### src/rtl/axi_read_arbiter.sv
// Round-robin read arbiter that shares one AXI master port between the icache, dcache and uncached requesters.
// Only one read burst is in flight at a time. The write channel passes straight through from WRITE_MASTER.

package axi_read_arbiter_pkg;

    typedef struct packed {
        logic [31:0] araddr;
        logic [7:0]  arlen;
        logic [2:0]  arsize;
        logic [1:0]  arburst;
        logic        arvalid;
        logic        rready;
        logic [31:0] awaddr;
        logic [7:0]  awlen;
        logic [2:0]  awsize;
        logic [1:0]  awburst;
        logic        awvalid;
        logic [31:0] wdata;
        logic [3:0]  wstrb;
        logic        wlast;
        logic        wvalid;
        logic        bready;
    } axi_req_t;

    typedef struct packed {
        logic        arready;
        logic        rvalid;
        logic [31:0] rdata;
        logic [1:0]  rresp;
        logic        rlast;
        logic        awready;
        logic        wready;
        logic        bvalid;
        logic [1:0]  bresp;
    } axi_resp_t;

endpackage

module axi_read_arbiter
    import axi_read_arbiter_pkg::*;
#(
    parameter int  NUM_MASTERS  = 3,
    parameter int  WRITE_MASTER = 1,
    localparam int IDX_WIDTH    = (NUM_MASTERS > 1) ? $clog2(NUM_MASTERS) : 1
) (
    input  logic                 clk,
    input  logic                 rst,
    input  axi_req_t             m_axi_req  [NUM_MASTERS],
    output axi_resp_t            m_axi_resp [NUM_MASTERS],
    output axi_req_t             bus_axi_req,
    input  axi_resp_t            bus_axi_resp,
    output logic                 busy,
    output logic [IDX_WIDTH-1:0] grant_idx
);

    typedef enum logic [1:0] {
        IDLE,
        ADDR,
        DATA
    } state_t;

    state_t               state;
    logic [IDX_WIDTH-1:0] rr_ptr;
    logic [IDX_WIDTH-1:0] pick_idx;
    logic [IDX_WIDTH-1:0] next_ptr;
    logic                 pick_valid;
    axi_req_t             sel_req;
    logic                 ar_fire;
    logic                 r_done;
    logic                 req_unused;

    // First requester found when scanning from rr_ptr upward, wrapping at NUM_MASTERS.
    always_comb begin
        pick_valid = 1'b0;
        pick_idx   = '0;
        for (int k = 0; k < NUM_MASTERS; k++) begin
            for (int i = 0; i < NUM_MASTERS; i++) begin
                if (!pick_valid && m_axi_req[i].arvalid &&
                    ((int'(rr_ptr) + k) % NUM_MASTERS) == i) begin
                    pick_valid = 1'b1;
                    pick_idx   = IDX_WIDTH'(i);
                end
            end
        end
    end

    always_comb begin
        sel_req = '0;
        for (int i = 0; i < NUM_MASTERS; i++) begin
            if (grant_idx == IDX_WIDTH'(i)) begin
                sel_req = m_axi_req[i];
            end
        end
    end

    // Write fields of the masters that are not WRITE_MASTER are deliberately ignored.
    always_comb begin
        req_unused = 1'b0;
        for (int i = 0; i < NUM_MASTERS; i++) begin
            req_unused = req_unused ^ (^m_axi_req[i]);
        end
    end

    assign ar_fire  = (state == ADDR) && sel_req.arvalid && bus_axi_resp.arready;
    assign r_done   = (state == DATA) && bus_axi_resp.rvalid && sel_req.rready
                      && bus_axi_resp.rlast;
    assign next_ptr = (grant_idx == IDX_WIDTH'(NUM_MASTERS - 1)) ? '0 : grant_idx + 1'b1;

    always_ff @(posedge clk or posedge rst) begin
        if (rst) begin
            state     <= IDLE;
            rr_ptr    <= '0;
            grant_idx <= '0;
            busy      <= 1'b0;
        end else begin
            case (state)
                IDLE: begin
                    if (pick_valid) begin
                        grant_idx <= pick_idx;
                        state     <= ADDR;
                        busy      <= 1'b1;
                    end
                end
                ADDR: begin
                    if (ar_fire) begin
                        state <= DATA;
                    end
                end
                DATA: begin
                    if (r_done) begin
                        state  <= IDLE;
                        busy   <= 1'b0;
                        rr_ptr <= next_ptr;
                    end
                end
                default: begin
                    state <= IDLE;
                    busy  <= 1'b0;
                end
            endcase
        end
    end

    // The valid/ready bits are gated by state, so an async reset drops them at once.
    always_comb begin
        bus_axi_req         = '0;
        bus_axi_req.araddr  = sel_req.araddr;
        bus_axi_req.arlen   = sel_req.arlen;
        bus_axi_req.arsize  = sel_req.arsize;
        bus_axi_req.arburst = sel_req.arburst;
        bus_axi_req.arvalid = (state == ADDR) && sel_req.arvalid;
        bus_axi_req.rready  = (state == DATA) && sel_req.rready;
        bus_axi_req.awaddr  = m_axi_req[WRITE_MASTER].awaddr;
        bus_axi_req.awlen   = m_axi_req[WRITE_MASTER].awlen;
        bus_axi_req.awsize  = m_axi_req[WRITE_MASTER].awsize;
        bus_axi_req.awburst = m_axi_req[WRITE_MASTER].awburst;
        bus_axi_req.awvalid = m_axi_req[WRITE_MASTER].awvalid;
        bus_axi_req.wdata   = m_axi_req[WRITE_MASTER].wdata;
        bus_axi_req.wstrb   = m_axi_req[WRITE_MASTER].wstrb;
        bus_axi_req.wlast   = m_axi_req[WRITE_MASTER].wlast;
        bus_axi_req.wvalid  = m_axi_req[WRITE_MASTER].wvalid;
        bus_axi_req.bready  = m_axi_req[WRITE_MASTER].bready;
    end

    always_comb begin
        for (int i = 0; i < NUM_MASTERS; i++) begin
            m_axi_resp[i] = '0;
            if (grant_idx == IDX_WIDTH'(i)) begin
                m_axi_resp[i].arready = (state == ADDR) && bus_axi_resp.arready;
                if (state == DATA) begin
                    m_axi_resp[i].rvalid = bus_axi_resp.rvalid;
                    m_axi_resp[i].rdata  = bus_axi_resp.rdata;
                    m_axi_resp[i].rresp  = bus_axi_resp.rresp;
                    m_axi_resp[i].rlast  = bus_axi_resp.rlast;
                end
            end
            if (i == WRITE_MASTER) begin
                m_axi_resp[i].awready = bus_axi_resp.awready;
                m_axi_resp[i].wready  = bus_axi_resp.wready;
                m_axi_resp[i].bvalid  = bus_axi_resp.bvalid;
                m_axi_resp[i].bresp   = bus_axi_resp.bresp;
            end
        end
    end

endmodule

### config.mk
export PLATFORM = sky130hd
export DESIGN_NAME = axi_read_arbiter
export DESIGN_NICKNAME = d
export VERILOG_FILES = /design/src/rtl/axi_read_arbiter.sv
export SDC_FILE = /design/constraint.sdc
export NUM_CORES = 1
export LEC_CHECK = 0
export ABC_AREA = 1
export CORE_AREA = 2 2 272 274
export DETAILED_ROUTE_END_ITERATION = 10
export DIE_AREA = 0 0 274 276
export GPL_ROUTABILITY_DRIVEN = 0
export SLEW_MARGIN = 20
export SYNTH_ARGS = -nofsm -noshare
export SYNTH_HDL_FRONTEND = slang
export SYNTH_SLANG_ARGS = --single-unit
export TNS_END_PERCENT = 100
### constraint.sdc
create_clock -name clk -period 2.1 [get_ports clk]
set_clock_uncertainty 0.2 [all_clocks]
set_input_delay 0.63 -clock clk [delete_from_list [all_inputs] [get_ports clk]]
set_output_delay 0.63 -clock clk [all_outputs]
set_load 0.02 [all_outputs]
# [After elaboration in Yosys (flattened, before gate mapping)]
# Cells that the tools add are included.
[op_classes] addsub=3 n_shift=0 bitwise_logic=1 order_cmp=0 n_mul=0 div_mod_pow=3 muxes=32 eq_ne=13 n_reduce_logical=41
[op_table] cell="$mux W132" n=3
[op_table] cell="$mux W37" n=3
[op_table] cell="$eq A32 B2 Y1 const B" n=3
[op_table] cell="$eq A32 B3 Y1 const B" n=3
[op_table] cell="$logic_not A32 Y1" n=3
[op_table] cell="$mod A32 B3 Y32 const B" n=2
[op_table] cell="$mux W36" n=1
[op_table] cell="$mod A3 B3 Y32 const B" n=1
[op_table] cell="$logic_and A1 B1 Y1" n=24
[op_table] cell="$mux W2" n=11
[op_table] cell="$mux W1" n=12
[op_table] cell="$logic_not A1 Y1" n=8
[op_table] cell="$ne A2 B2 Y1 const B" n=3
[op_table] cell="$pmux W2 S3" n=1
[op_table] cell="$reduce_and A3 Y1" n=2
[op_table] cell="$eq A2 B1 Y1 const B" n=2
[op_table] cell="$eq A2 B2 Y1 const B" n=2
[op_table] cell="$logic_not A2 Y1" n=2
[op_table] cell="$reduce_and A2 Y1" n=2
[op_table] cell="$add A2 B1 Y3 const B" n=1
[op_table] cell="$add A2 B2 Y3 const B" n=1
[op_table] cell="$pmux W1 S3" n=1
[op_table] cell="$add A2 B1 Y2 const B" n=1
[op_table] cell="$not A1 Y1" n=1
[word_totals] reg_bits=7 n_memories=0 wordCells=97 ram_bits=0 input_bits=440 rom_bits=0 output_inout_bits=261 latchBits=0

# [Longest topological paths before layout]
[depth] ltp_word=38 depth_mapped=11 depth_no_buf=11

# [Worst setup path before layout]
# Ideal clock, no wire load.
[synth_timing] path_kind="flip-flop to output port" from="reg grant_idx[0]" to="out m_axi_resp[105] (netlist name)" required_ps=1270 path_buffers=2 path_slack_ps=-59 t_arrival_ps=1329 path_stages_with_launch=6 path_cell_list="dfrtp_1 > nor2_2 > inv_2 > buf_2 > buf_2 > nor2_1"
[synth_lines] item="from (decl)" line_no="53" rtl="output logic [IDX_WIDTH-1:0] grant_idx"
[synth_lines] item="from (signal assigned)" line_no="119" rtl="grant_idx <= pick_idx;"
[synth_lines] item="to (decl)" line_no="49" rtl="output axi_resp_t m_axi_resp [NUM_MASTERS],"

==> flow_summary.toml <==
[die]
die_h_um = 276
ioPinCount = 701
rows = 99
die-area_mm2 = 0.07562
chipWidth_um = 274
initial_core_util = 0.03847
coreArea_mm2 = 0.07259

[drt]
antenna_left = 0
wl_per_cell_um = 15.32
viasPerCell = 2.704
route.detailed.drc = 0
drt_iter0_markers = 137
vias = 5026
wl_um = 28480
dr.pass1.iters = 4

[timing]
rsz0062_at_grt = "yes"
fmax_mhz = 404.7
final_max_slew_viol_count = 0
setup_slack_ns = -0.3712
fin_crit_ns = 2.471
finalHoldViolCount = 0
timing.final.setup_violations = 158
post-route-period-util = 1.177

[critical_path]
critPathCaptureType = "output port"
crit_fanout = 8
required_ns = 1.27
critPathKind = "flip-flop to output port"
arrival_ns = 1.64
startpoint_type = "flip-flop"
reg2reg_slack_ns = 0.16

[finish]
layout.cells.most_common_list = "buf_6 (159), clkdlybuf4s50_1 (153), nand2_1 (111)"
nets = 1340
final_area_mm2 = 0.01004
drive_above_1_share = 0.5975
fin_cells = 1859
n_fill_cell = 8172
layout_commonest_cell = "buf_6"
area_growth_syn_to_layout_pct = 259.4

[power_and_ir_drop]
leakagePower_uw = 0.004027
irDropWorstVdd_uv = 707.1
p_per_area_mw_per_mm2 = 1047

[global_route]
grt_pass1_wl_um = 33570
antenna_found_initial = 10
gr-total-overflow = 0
grt_pass1_vias = 4990
grt_max_degree = 26
grtUsageTotal = 0.06219

[yosys]
yosysUniqueCellTypes = 24
synth_area_mm2 = 0.002793
synthSimpleGateAreaFrac = 0.5573
synth-xor-area-share = 0
synth_compound_area_frac = 0.02106
synth_area_leaders = "nand2_1 (28%), buf_4 (27%), nor2_1 (16%), nand3_1 (9.0%), dfrtp_1 (6.3%)"
synth_top_family_by_area = "simple AND/OR/NAND/NOR gates"
synth.mux.area_fraction = 0
synth_fa_ha_area_frac = 0.008961
synth_top_area_cell = "nand2_1"
ys_warn_count = 0
syn_avg_cell_area_um2 = 5.041
ys_ff_latch = 7
yosysSeqAreaShare = 0.06272
netlist.area_leader.share = 0.2755
synthCells = 554

[cts]
tritoncts = "done"
cts_buffers = 3
clock_path_buffers = 2
root_buffer = "clkbuf_16"
cts_max_level = 1
cts_sinks = 7
clk_latency_ns = 0.23
clkSlewWorstSetupHoldPaths_ns = 0.04

[place]
dp_hpwl_um = 18220
dp_cells = 1792
post_dp_cell_area_mm2 = 0.007169
port_buffers = 340

[status]
violations = "setup timing"
outcome = "finished with violations"

[min_path]
min_path_type = "flip-flop to flip-flop"

[run]
maxCapViolCount = 0
## report_power, final
group,total (uW),internal (uW),switching [uW]
clock,324,253,71.2
sequential,287,201,86.0
combinational,9890,4550,5340
total,10500,5000,5500
## per-layer routing
metal | wire, um | track usage
met1 | 9079 | 0.05336
met2 | 13930 | 0.1178
met3 | 3652 | 0.03057
met4 | 1787 | 0.03024
met5 | 31 | 0
## worst paths after layout
check | to | startpoint | cells past startpoint
max | bus_axi_req[107] | grant_idx[1] | 7
min | rr_ptr[1] | rr_ptr[1] | 2
max reg2reg | busy | grant_idx[1] | 11
min reg2reg | rr_ptr[1] | rr_ptr[1] | 2
max in group asynchronous | grant_idx[1] | rst | 2
min in group asynchronous | state[1] | rst | 2
## stage by stage
stage	setup TNS [ns]	power (uW)	utilization	hold WS [ns]	worst slack, ns
finish	-40.79	10500	0.1383	0.3178	-0.3712
global route	-48.82	11040	0.1382	0.3716	-0.4243
CTS	-40.21	8615	0.1139	0.3233	-0.3630
detailed placement	-99.42	6196	0.09877	0.3144	-0.9542
global placement	-98.43	6213	0.09877	0.2956	-1.026
floorplan	-2.895	3235	-	0.2334	-0.05885
## worst max-delay path: stages, from the launching register on
cell and delay, ns:
dfrtp_2 0.47, nor2_4 0.18, buf_12 0.13, buf_16 0.14, buf_12 0.16, nand2_8 0.07
nand3_4 0.10, buf_6 0.13
## synth_stat cells
library cell and n:
conb_1 1, buf_1 1, clkbuf_1 1, nand2_2 2, inv_2 4, o221ai_1 1
nand4_2 1, nor3_1 2, buf_2 25, nor2_2 1, nand2_4 2, a21oi_1 1
nand3_2 1, nand3_1 50, inv_1 18, buf_4 101, a21oi_4 1, ha_1 2
nand4_1 2, o21ai_0 4, nand2_1 205, dfrtp_1 7, o21ai_2 1, nor2_1 120
## flip-flops by register name, indices dropped and copies added (netlist names)
signal / flops
state: 2
busy: 1
grant_idx: 2
rr_ptr: 2
## cell type report
type / instances / area, um2 / area share
Timing Repair Buffer: 457 / 5120 / 0.5102
Timing Repair inverter: 1 / 11.26 / 0.001122
Inverter: 22 / 110.1 / 0.01097
Sequential cell: 7 / 177.7 / 0.01770
Antenna cell: 3 / 7.507 / 0.0007480
Clock buffer: 4 / 78.83 / 0.007854
Multi-Input combinational cell: 406 / 3331 / 0.3319
Tap cell: 959 / 1200 / 0.1196
## cells by family (layout without fill, tap and decap cells)
logic type / Yosys count / after routing
adders and majority gates: 2 / 2
AOI/OAI and AO/OA: 8 / 8
other: 1 / 13
and+or+nand+nor: 386 / 386
buffers and inverters: 150 / 484
DFF: 7 / 7
## timing repair
action | 4_1_cts | 5_1_grt
pin swaps | 33 | 58
hold buffers | 0 | 0
buffers inserted | 37 | 16
gates cloned | 11 | 5
endpoints found under the setup margin | 160 | 163
resized for setup | 1004 | 396
(Power assumes the default switching activity.)
